`config.mk`:
```
export PLATFORM = sky130hd
export DESIGN_NAME = dmem_sram_ctrl_flat
export DESIGN_NICKNAME = d
export VERILOG_FILES = /design/src/rtl/dmem_sram_ctrl_if.sv /design/src/rtl/dmem_sram_ctrl.sv /design/src/flat_wrapper.sv
export SDC_FILE = /design/constraint.sdc
export NUM_CORES = 1
export LEC_CHECK = 0
export ABC_AREA = 1
export BUFFER_PORTS_ARGS = -buffer_cell sky130_fd_sc_hd__buf_2
export CAP_MARGIN = 40
export CORE_MARGIN = 1.5
export CORE_UTILIZATION = 51
export DETAILED_ROUTE_END_ITERATION = 10
export PLACE_DENSITY = 0.8
export SETUP_SLACK_MARGIN = 0.15
export SLEW_MARGIN = 20
export SYNTH_ARGS = -nofsm -noshare
export SYNTH_HDL_FRONTEND = slang
export SYNTH_SLANG_ARGS = --single-unit
```
`constraint.sdc`:
```
create_clock -name clk -period 1.7 [get_ports clk]
set_clock_uncertainty 0.05 [all_clocks]
set_input_delay 0.17 -clock clk [delete_from_list [all_inputs] [get_ports clk]]
set_output_delay 0.17 -clock clk [all_outputs]
set_load 0.02 [all_outputs]
```
`src/rtl/dmem_sram_ctrl_if.sv`:
```
// dmem_sram_ctrl_if: MEM-stage request bus plus external 16-bit SRAM bus
// for the data-memory SRAM controller.
// master = MEM stage / SRAM side (drives requests and SRAM read data),
// slave  = controller (answers requests and drives the SRAM pins).
interface dmem_sram_ctrl_if;
   // MEM-stage side
   logic        rd_en;
   logic        wr_en;
   logic [31:0] address;
   logic [31:0] write_data;
   logic [31:0] read_data;
   logic        ready;
   // SRAM side
   logic [17:0] sram_addr;
   logic [15:0] sram_dq_out;
   logic [15:0] sram_dq_in;
   logic        sram_dq_oe;
   logic        sram_we_n;

   modport master (
      output rd_en, wr_en, address, write_data, sram_dq_in,
      input  read_data, ready, sram_addr, sram_dq_out, sram_dq_oe, sram_we_n
   );

   modport slave (
      input  rd_en, wr_en, address, write_data, sram_dq_in,
      output read_data, ready, sram_addr, sram_dq_out, sram_dq_oe, sram_we_n
   );
endinterface

```
`src/rtl/dmem_sram_ctrl.sv`:
```
// dmem_sram_ctrl: turns one 32-bit MEM-stage load/store into two 16-bit
// SRAM accesses (low half, then high half), each held WAIT_CYCLES cycles.
// ready stays low while an access is in flight so the pipeline stalls.
// Optional macro SRAM_READ_CACHE_EN adds a one-entry read cache that lets a
// repeated load of the last word read complete in the request cycle.
module dmem_sram_ctrl #(
   parameter int unsigned WAIT_CYCLES = 2,         // 1..15
   parameter logic [31:0] ADDR_BASE   = 32'd1024
) (
   input  logic clk,
   input  logic rst,                               // async, active low
   dmem_sram_ctrl_if.slave bus
);

   typedef enum logic [1:0] {IDLE, LO, HI, DONE} state_t;

   localparam logic [3:0] LAST_CNT = 4'(WAIT_CYCLES - 1);

   state_t      state_q;
   logic [3:0]  cnt_q;
   logic        op_wr_q;
   logic [16:0] word_q;
   logic [31:0] wdata_q;
   logic [31:0] read_data_q;
   logic [17:0] sram_addr_q;
   logic [15:0] sram_dq_out_q;
   logic        sram_dq_oe_q;
   logic        sram_we_n_q;

   logic [31:0] offset_d;
   logic [16:0] word_d;
   logic        req;
   logic        last_cnt;
   logic        cache_hit;
   logic        unused_offset_bits;

   // Byte address -> word address within the data segment; low two bits
   // and everything above the 17-bit word index are dropped.
   assign offset_d           = bus.address - ADDR_BASE;
   assign word_d             = offset_d[18:2];
   assign unused_offset_bits = ^{offset_d[31:19], offset_d[1:0]};

   assign req      = bus.rd_en | bus.wr_en;
   assign last_cnt = (cnt_q == LAST_CNT);

`ifdef SRAM_READ_CACHE_EN
   logic        cache_valid_q;
   logic [16:0] cache_tag_q;

   // A plain read of the most recently loaded word can be answered at once,
   // read_data already holds it.
   assign cache_hit = (state_q == IDLE) && bus.rd_en && !bus.wr_en &&
                      cache_valid_q && (cache_tag_q == word_d);
`else
   assign cache_hit = 1'b0;
`endif

   // ready also covers the idle pipeline (no request) and cache hits.
   assign bus.ready = ~req | (state_q == DONE) | cache_hit;

   assign bus.read_data   = read_data_q;
   assign bus.sram_addr   = sram_addr_q;
   assign bus.sram_dq_out = sram_dq_out_q;
   assign bus.sram_dq_oe  = sram_dq_oe_q;
   assign bus.sram_we_n   = sram_we_n_q;

   // Access sequencer: all SRAM pins are registered and set up one cycle
   // ahead, on the transition into the phase that uses them.
   always_ff @(posedge clk or negedge rst) begin
      if (!rst) begin
         state_q       <= IDLE;
         cnt_q         <= 4'd0;
         op_wr_q       <= 1'b0;
         word_q        <= 17'd0;
         wdata_q       <= 32'd0;
         read_data_q   <= 32'd0;
         sram_addr_q   <= 18'd0;
         sram_dq_out_q <= 16'd0;
         sram_dq_oe_q  <= 1'b0;
         sram_we_n_q   <= 1'b1;
`ifdef SRAM_READ_CACHE_EN
         cache_valid_q <= 1'b0;
         cache_tag_q   <= 17'd0;
`endif
      end else begin
         case (state_q)
            IDLE: begin
               if (req && !cache_hit) begin
                  // Write wins when both requests are raised together.
                  state_q       <= LO;
                  cnt_q         <= 4'd0;
                  op_wr_q       <= bus.wr_en;
                  word_q        <= word_d;
                  wdata_q       <= bus.write_data;
                  sram_addr_q   <= {word_d, 1'b0};
                  sram_dq_out_q <= bus.write_data[15:0];
                  sram_dq_oe_q  <= bus.wr_en;
                  sram_we_n_q   <= ~bus.wr_en;
`ifdef SRAM_READ_CACHE_EN
                  if (bus.wr_en) begin
                     cache_valid_q <= 1'b0;
                  end
`endif
               end
            end
            LO: begin
               if (last_cnt) begin
                  state_q       <= HI;
                  cnt_q         <= 4'd0;
                  sram_addr_q   <= {word_q, 1'b1};
                  sram_dq_out_q <= wdata_q[31:16];
                  if (!op_wr_q) begin
                     read_data_q[15:0] <= bus.sram_dq_in;
                  end
               end else begin
                  cnt_q <= cnt_q + 4'd1;
               end
            end
            HI: begin
               if (last_cnt) begin
                  state_q      <= DONE;
                  cnt_q        <= 4'd0;
                  sram_dq_oe_q <= 1'b0;
                  sram_we_n_q  <= 1'b1;
                  if (!op_wr_q) begin
                     read_data_q[31:16] <= bus.sram_dq_in;
`ifdef SRAM_READ_CACHE_EN
                     cache_valid_q <= 1'b1;
                     cache_tag_q   <= word_q;
`endif
                  end
               end else begin
                  cnt_q <= cnt_q + 4'd1;
               end
            end
            DONE: begin
               state_q <= IDLE;
            end
            default: begin
               state_q <= IDLE;
            end
         endcase
      end
   end

endmodule

```
`src/flat_wrapper.sv`:
```
// flat-port wrapper written by rule: the top's interface ports become plain ports
module dmem_sram_ctrl_flat 
#(
   parameter int unsigned WAIT_CYCLES = 2,                 
   parameter logic [31:0] ADDR_BASE   = 32'd1024
)
  (clk, rst, bus_rd_en, bus_wr_en, bus_address, bus_write_data, bus_sram_dq_in, bus_read_data, bus_ready, bus_sram_addr, bus_sram_dq_out, bus_sram_dq_oe, bus_sram_we_n);
  dmem_sram_ctrl_if bus_i ();
  input  logic clk;
  input  logic rst;
  input wire logic [$bits(bus_i.rd_en)-1:0] bus_rd_en;
  input wire logic [$bits(bus_i.wr_en)-1:0] bus_wr_en;
  input wire logic [$bits(bus_i.address)-1:0] bus_address;
  input wire logic [$bits(bus_i.write_data)-1:0] bus_write_data;
  input wire logic [$bits(bus_i.sram_dq_in)-1:0] bus_sram_dq_in;
  output wire logic [$bits(bus_i.read_data)-1:0] bus_read_data;
  output wire logic [$bits(bus_i.ready)-1:0] bus_ready;
  output wire logic [$bits(bus_i.sram_addr)-1:0] bus_sram_addr;
  output wire logic [$bits(bus_i.sram_dq_out)-1:0] bus_sram_dq_out;
  output wire logic [$bits(bus_i.sram_dq_oe)-1:0] bus_sram_dq_oe;
  output wire logic [$bits(bus_i.sram_we_n)-1:0] bus_sram_we_n;
  assign bus_i.rd_en = bus_rd_en;
  assign bus_i.wr_en = bus_wr_en;
  assign bus_i.address = bus_address;
  assign bus_i.write_data = bus_write_data;
  assign bus_i.sram_dq_in = bus_sram_dq_in;
  assign bus_read_data = bus_i.read_data;
  assign bus_ready = bus_i.ready;
  assign bus_sram_addr = bus_i.sram_addr;
  assign bus_sram_dq_out = bus_i.sram_dq_out;
  assign bus_sram_dq_oe = bus_i.sram_dq_oe;
  assign bus_sram_we_n = bus_i.sram_we_n;
  dmem_sram_ctrl #(.WAIT_CYCLES(WAIT_CYCLES), .ADDR_BASE(ADDR_BASE)) u_core (.clk(clk), .rst(rst), .bus(bus_i));
endmodule
```
# After elaboration in Yosys (flattened, before gate mapping)
# Index checks and enable logic that the tools add are counted.
# word_totals
input_bits	84
word_cells	56
output_inout_bits	69
regBits	124
# op_classes
addsub	2
n_reduce_logical	12
n_eq_ne	7
bitwise_logic	5
mux	19
# ops
cell	n
$mux 18	2
$pmux 18 s2	1
$mux 16	2
$pmux 16 s2	1
$sub 19x11->19 const B	1
$reduce_and 3->1	5
$mux 4	2
$pmux 2 s4	1
$pmux 4 s2	1
$mux 2	3
$ne 2x1->1 const B	3
$reduce_bool 2->1	3
$add 4x1->4 const B	1
$eq 2x2->1 const B	2
$eq 4x1->1 const B	1
$mux 1	4
$pmux 1 s2	2
$reduce_and 2->1	2
$not 1->1	3
$eq 2x1->1 const B	1
$logic_not 2->1	1
$or 1x1->1	2
$reduce_or 2->1	1

# Logic depth before layout (Yosys ltp)
# Gate-level depths: netlist of the first run.
# logic_depth
depth_word	4
ltp_mapped	10
ltp_nobuf	9

# Least setup slack after synthesis of the first run
# OpenSTA, ideal clock, no wires.
# synth_path
kind	reg2reg
startpoint	reg u_core.state_q[0]
endpoint	reg u_core.sram_addr_q[7], in the netlist u_core.bus.sram_addr[7]
stages_incl_launch_ff	11
period_less_slack_ns	1.484
setup_ns	0.116
n_path_buf	1
path_slack_ns	0.216
arrival_ns	1.318
required_time_ns	1.534
path_cell_list	dfrtp_1 -> inv_1 -> ha_1 -> inv_1 -> nor2_1 -> nor2_1 -> nand2_2 -> inv_4 -> buf_6 -> nand2_1 -> nand2_1
# synth_between
elab_chain_cells	3
elab_cells_between_ends	7
classes_between	eq/ne (3); mux (1); reduce/logical (3)
# synth_lines
element	line	text
start, declared	dmem_sram_ctrl.sv:19	state_t state_q;
start signal, assigned	dmem_sram_ctrl.sv:71	state_q <= IDLE;
start signal, assigned	dmem_sram_ctrl.sv:90	state_q <= LO;
start signal, assigned	dmem_sram_ctrl.sv:108	state_q <= HI;
$eq 2x1->1 or $logic_not 2->1 (tied branches)	dmem_sram_ctrl.sv:86	case (state_q)
$ne 2x1->1 (no source line) or $reduce_bool 2->1 (tied branches)	--	
$reduce_and 3->1 (no source line)	--	
end signal, assigned	dmem_sram_ctrl.sv:95	sram_addr_q <= {word_d, 1'b0};
end signal, assigned	dmem_sram_ctrl.sv:110	sram_addr_q <= {word_q, 1'b1};
end, declared	dmem_sram_ctrl.sv:25	logic [17:0] sram_addr_q;
# Parallel ways exist; a longest one is shown, timed or not.
# A chain may end at the register's enable or synchronous reset.

# Final worst setup path of the first run
# layout_path
startpoint	reg u_core.state_q[1]
endpoint	out bus_ready
# layout_between
elab_chain_cells	2
# layout_lines
element	line	text
$eq 2x2->1	dmem_sram_ctrl.sv:59	assign bus.ready = ~req | (state_q == DONE) | cache_hit;
$or 1x1->1	dmem_sram_ctrl.sv:59	
end, declared	flat_wrapper.sv:17	output wire logic [$bits(bus_i.ready)-1:0] bus_ready;
# No other way between the ends.

==> results.yml, run 1 <==
route:
  vias: 4525
  ant_nets: 0
  dr.pass1.iters: 6
  drt_drc_violations_left: 0
  drt_iter0_markers: 193
  totalWireLength_um: 12800
  viasPerCell: 5.07
  wl_per_cell_um: 14.3
placed_design:
  place_congestion: 0.853
  numPortBuffers: 137
  place_area_mm2: 0.00564
  dp_hpwl_um: 7450
  dp.cells: 834
synthesis:
  ys_warn_count: 0
  synth_xor_area_frac: 0.00547
  synth_fa_ha_area_frac: 0.0182
  ys_ff_latch: 108
  yosysSeqAreaShare: 0.563
  yosys.cell_types.count: 22
  synth_compound_area_frac: 0.0769
  syn_nets: 689
  syn-mean-instance-area_um2: 8.03
  synth-simple-area-share: 0.263
  synth_mux_area_frac: 0.00208
  synth_top_family_by_area: "simple AND/OR/NAND/NOR gates"
  syn_inst: 598
  syn-cell-area_mm2: 0.00480
worst_setup_path:
  endpoint_kind: "output pin"
  cpMostUsedCell: "buf_6"
  crit_chain: "buf_6 > ha_4 > or2_4 > buf_6"
  critical_path_peak_fanout: 3
  path_buf_inv: 2
  criticalPathCategory: "reg2out"
  start_kind: "flop"
  cpMaxStageDelayCell: "dfrtp_1"
  cp.required_ps: 1480
  path_delay_family: "flip-flops"
  critPathArrivalTime_ps: 1430
  critPathMaxStageDelay_ps: 430
  cp-startpoint: "u_core.state_q[1]$_DFFE_PN0P_"
  reg2reg_from: "u_core.state_q[0]$_DFFE_PN0P_"
sta:
  finalHoldViolCount: 0
  clock.fmax_ghz: 0.605
  max_slew_margin: 0.755
  finalSetupViolations: 0
  worst_hold_slack_ps: 7.67
  post-route-min-period_ps: 1650
  period_share: 0.973
  rsz0062_at_grt: "yes"
  fin_tns_setup_ps: 0
  maxSlewViolCount: 0
  tightest_slew_ps: 368
global_routing:
  grt_pass1_vias: 4226
  track_usage: 0.247
  grt_max_degree: 69
  grt_pass1_wl_um: 19600
  antenna_found_initial: 0
  grt_overflow: 0
final_layout:
  num_antenna_cells: 0
  layout_common_cells: "nand2_1 (279), buf_2 (135), dfrtp_1 (106), inv_1 (46), o21ai_0 (36)"
  final_common_cell: "nand2_1"
  drive_gt1_frac: 0.272
  fill_cells: 692
  area_growth_pct: 36.1
  regArea_mm2: 0.00271
  nNetsFinal: 868
  final_area_mm2: 0.00654
  final_cells: 893
  multi_input_area_mm2: 0.00188
clock_tree:
  ctsRootBufferMaster: "clkbuf_8"
  cts_sinks: 108
  htreeDepth: 3
  cts_tree: "yes"
  insertion_delay_ps: 380
  cts_max_path_buffers: 2
  cts_buffers: 9
  cts.clk_slew.worst_paths_ps: 100
hold_path:
  worstHoldPathType: "in2reg"
  hp-start: "bus_address[4]"
floorplanning:
  start_util: 0.522
  die_area_mm2: 0.0100
  dieWidth_um: 100
  ios: 153
  fp.coreArea_mm2: 0.00920
  die_y_um: 100
  rows: 35
power_and_ir_drop:
  vdd_drop_max_uv: 1120
  total_leakage_power_nw: 3.66
  p_per_area_mw_per_mm2: 2060
run:
  cap_viol_max_count: 0
run_status:
  outcome: "complete, no violations"
==> synth_stat cells <==
cell type | n | share of area
a21oi_1 | 1 | 0.0010
a31oi_1 | 4 | 0.0052
buf_2 | 14 | 0.015
buf_4 | 3 | 0.0047
buf_6 | 3 | 0.0070
clkbuf_1 | 5 | 0.0039
dfrtp_1 | 107 | 0.56
dfstp_2 | 1 | 0.0055
ha_1 | 7 | 0.018
inv_1 | 49 | 0.038
inv_2 | 2 | 0.0016
inv_4 | 1 | 0.0013
mux2i_1 | 1 | 0.0021
nand2_1 | 283 | 0.22
nand2_2 | 1 | 0.0013
nand3_1 | 15 | 0.016
nor2_1 | 30 | 0.023
o21ai_0 | 64 | 0.067
o22ai_1 | 3 | 0.0039
or2_2 | 1 | 0.0013
xnor2_1 | 1 | 0.0018
xor2_1 | 2 | 0.0036
==> kinds of logic after synthesis <==
logic type      after synthesis
xor+xnor                      3
simple gates                330
fa+ha+maj                     7
mux                           1
buf+inv                      77
flops                       108
compound gates               72
==> state kept, by name, summed over array words and instances (netlist names) <==
signal	count
u_core.bus.sram_dq_out	16
u_core.wdata_q	16
u_core.bus.read_data	32
u_core.word_q	17
u_core.bus.sram_we_n	1
u_core.cnt_q	4
u_core.state_q	2
u_core.bus.sram_addr	18
u_core.op_wr_q	1
u_core.bus.sram_dq_oe	1
==> layer usage <==
| layer | track usage | part of all wire | vias up |
|---|---|---|---|
| li1 | - | - | 2196 |
| met1 | 0.321 | 0.42 | 2120 |
| met2 | 0.410 | 0.49 | 174 |
| met3 | 0.0592 | 0.064 | 35 |
| met4 | 0.0802 | 0.020 | 0 |
| met5 | 0 | 0 | - |
==> stage by stage <==
step	worst slack, ps	total power, mW	util
after floorplan	216	8.60	-
after global placement	112	10.3	0.614
after detailed placement	40.3	10.5	0.614
after CTS	118	12.7	0.679
after global routing	14.9	14.5	0.711
final	45.8	13.4	0.711
==> timing repair <==
action                     CTS  global route
hold buffers                24             2
pin swaps                    3             5
gates resized for setup     22            59
cloned                       2             6
buffers inserted             7             2
setup endpoints to repair   55            99
hold endpoints to repair   134             3
==> report_power, final <==
part | switching, mW | total (mW) | internal [mW] | leakage [nW]
Combinational | 4.46 | 7.39 | 2.93 | 2.26
Sequential | 0.724 | 4.60 | 3.88 | 1.32
Clock | 0.907 | 1.45 | 0.547 | 0.0795
Total | 6.09 | 13.4 | 7.35 | 3.66
==> worst register-to-register path: cells and delay by family, from the launching register on <==
kind / cells / cell delay, ps
buffers and inverters: 4 / 470
flip-flops: 1 / 460
AND/OR/NAND/NOR: 3 / 300
adder cells (fa/ha/maj): 1 / 150
AO/OA/AOI/OAI: 1 / 60
==> worst paths after layout <==
check	to	slack, ps	depth (start not counted)
min reg2reg	u_core.bus.sram_addr[13]$_DFFE_PN0P_	430	2
min in group asynchronous	u_core.word_q[2]$_DFFE_PN0P_	140	2
max	bus_ready	50	4
max in group asynchronous	u_core.state_q[0]$_DFFE_PN0P_	850	3
min	u_core.word_q[2]$_DFFE_PN0P_	8	3
max reg2reg	u_core.bus.read_data[22]$_DFFE_PN0P_	100	9
==> cell type report <==
cell class / count / share of cell area
multi-input combinational: 413 / 0.288
inverter: 52 / 0.0322
tap: 111 / 0.0212
clock inverter: 6 / 0.00747
sequential: 108 / 0.414
clock buffer: 10 / 0.0195
timing repair buffer: 193 / 0.217
Power figures use the tool's default switching activity.
==> run 2, diff against run 1 <==
Settings changed: CORE_UTILIZATION 51 to 55, CTS_CLUSTER_SIZE set to 20, PLACE_DENSITY 0.8 to 0.85.
Clock period 1.7 ns to 2 ns, I/O delays scaled along.
==> run 2 against run 1 <==
Net effect: global-route usage is 0.11 points higher; final cell count shrank 3.8%; flip-flop and latch count is the same; first-iteration DRC count rose by 2.6%; largest power group unchanged; final area fell by 8.7%.
==> results.yml, run 2 (synthesis gave the netlist of run 1 again) <==
route:
  vias: 4269
  viasPerCell: 4.97
  drt_iter0_markers: 198
  ant_nets: 0
  drt_drc_violations_left: 0
  dr.pass1.iters: 5
  totalWireLength_um: 11100
  wl_per_cell_um: 12.9
final_layout:
  layout_common_cells: "nand2_1 (283), buf_2 (136), dfrtp_1 (107), o21ai_0 (64), inv_1 (49)"
  area_growth_pct: 24.3
  nNetsFinal: 840
  num_antenna_cells: 0
  fill_cells: 661
  largest_reg_flops: 32
  drive_gt1_frac: 0.228
  final_common_cell: "nand2_1"
sta:
  maxSlewViolCount: 0
  tightest_slew_ps: 538
  clock.fmax_ghz: 0.596
  finalSetupViolations: 0
  period_share: 0.839
  fin_tns_setup_ps: 0
  setup_ws_ps: 323
  post-route-min-period_ps: 1680
  finalHoldViolCount: 0
  max_slew_margin: 0.641
  rsz0062_at_grt: "no"
placed_design:
  numPortBuffers: 137
  place_congestion: 0.893
  pre_cts_slack_ps: 232
  dp_hpwl_um: 7650
clock_tree:
  ctsRootBufferMaster: "clkbuf_8"
  insertion_delay_ps: 360
  cts.clk_slew.worst_paths_ps: 100
  cts_sinks: 108
  cts_max_path_buffers: 2
  cts_tree: "yes"
  htreeDepth: 3
  cts_buffers: 9
global_routing:
  grt_pass1_wl_um: 17700
  grt_pass1_vias: 3950
  grt_overflow: 0
  grt_max_degree: 49
  antenna_found_initial: 0
  track_usage: 0.248
worst_setup_path:
  critPathArrivalTime_ps: 1900
  criticalPathCategory: "reg2reg"
  critical_path_peak_fanout: 20
  cp.required_ps: 2220
  cpMaxStageDelayCell: "dfrtp_1"
  endpoint_kind: "flop"
  cpMostUsedCell: "nor2_1"
  start_kind: "flop"
  critPathMaxStageDelay_ps: 430
  crit_chain: "inv_1 > ha_2 > inv_1 > nor2_1 > nor2_1 > nand2_4 > buf_12 > nor2_1 > nand2_1 > nand2_1"
power_and_ir_drop:
  vdd_drop_max_uv: 882
  total_leakage_power_nw: 3.44
  p_per_area_mw_per_mm2: 1710
floorplanning:
  start_util: 0.576
  dieWidth_um: 96.4
  die_area_mm2: 0.00930
  die_y_um: 96.4
  rows: 33
  fp.coreArea_mm2: 0.00834
  ios: 153
hold_path:
  worstHoldPathType: "in2reg"
run:
  cap_viol_max_count: 0
run_status:
  outcome: "complete, no violations"
run 2: cell types whose count changed in the layout (fill, tap and decap cells not counted), sizes merged, moves of 2 or more:
cell,previous run,this run
clkinvlp,3,0
clkbuf,15,9
clkinv,1,3
buf,161,149
dlygate4sd3,26,16
run 2: path summary, 6_finish.rpt:
check | from | end | slack (ps) | cells past startpoint
worst max-delay path | u_core.state_q[0]$_DFFE_PN0P_ | u_core.bus.sram_addr[15]$_DFFE_PN0P_ | 320 | 10
worst min-delay path | bus_write_data[29] | u_core.wdata_q[29]$_DFFE_PN0P_ | 30 | 3
worst max register to register | u_core.state_q[0]$_DFFE_PN0P_ | u_core.bus.sram_addr[15]$_DFFE_PN0P_ | 320 | 10
worst min register to register | u_core.bus.sram_addr[15]$_DFFE_PN0P_ | u_core.bus.sram_addr[15]$_DFFE_PN0P_ | 430 | 2
max in group asynchronous | rst | u_core.bus.sram_addr[11]$_DFFE_PN0P_ | 970 | 3
min in group asynchronous | rst | u_core.bus.read_data[2]$_DFFE_PN0P_ | 300 | 2
run 2: per-layer routing:
metal | vias up | routed length, µm | share of wire | global-route usage
met3 | 13 | 817 | 0.074 | 0.0610
li1 | 2128 | - | - | -
met2 | 153 | 5250 | 0.47 | 0.404
met5 | - | 0 | 0 | 0
met4 | 0 | 111 | 0.010 | 0.0737
met1 | 1975 | 4880 | 0.44 | 0.330
run 2: final cells by class:
cell class                 instances  area [µm²]  share of cell area
multi-input combinational        413        1760               0.295
inverter                          52         200              0.0335
sequential                       108        2700               0.453
timing repair buffer             165         967               0.162
tap                              105         131              0.0220
clock inverter                     7        81.3              0.0136
clock buffer                       9         124              0.0207
run 2: critical path: cells and delay by family (launching register included):
family	cells	cell delay (ps)
flip-flops	1	430
buffers and inverters	3	330
adder cells (fa/ha/maj)	1	230
AND/OR/NAND/NOR	6	560
run 2: repair_timing:
item | CTS | global route
resized for setup | 0 | 4
setup buffers | 0 | 0
endpoints found under the hold margin | 55 | 0
hold buffers | 16 | 0
endpoints found under the setup margin | 0 | 36
run 2: power by group:
group | total (mW) | internal, mW | leakage, nW | switching [mW]
logic | 4.95 | 1.67 | 2.01 | 3.29
registers | 3.88 | 3.29 | 1.32 | 0.586
clock network | 1.38 | 0.600 | 0.106 | 0.776
total | 10.2 | 5.56 | 3.44 | 4.65
run 2: per-stage QoR:
step | utilization | hold slack, ps | std cells | power [mW] | cell area [µm²]
floorplan | - | -146 | 598 | 7.31 | 4800
global placement | 0.670 | 174 | 827 | 8.59 | 5590
detailed placement | 0.670 | 176 | 827 | 8.82 | 5590
CTS | 0.714 | 11.3 | 859 | 10.2 | 5960
global route | 0.716 | 22.6 | 859 | 11.1 | 5970
finish | 0.716 | 32.5 | 859 | 10.2 | 5970
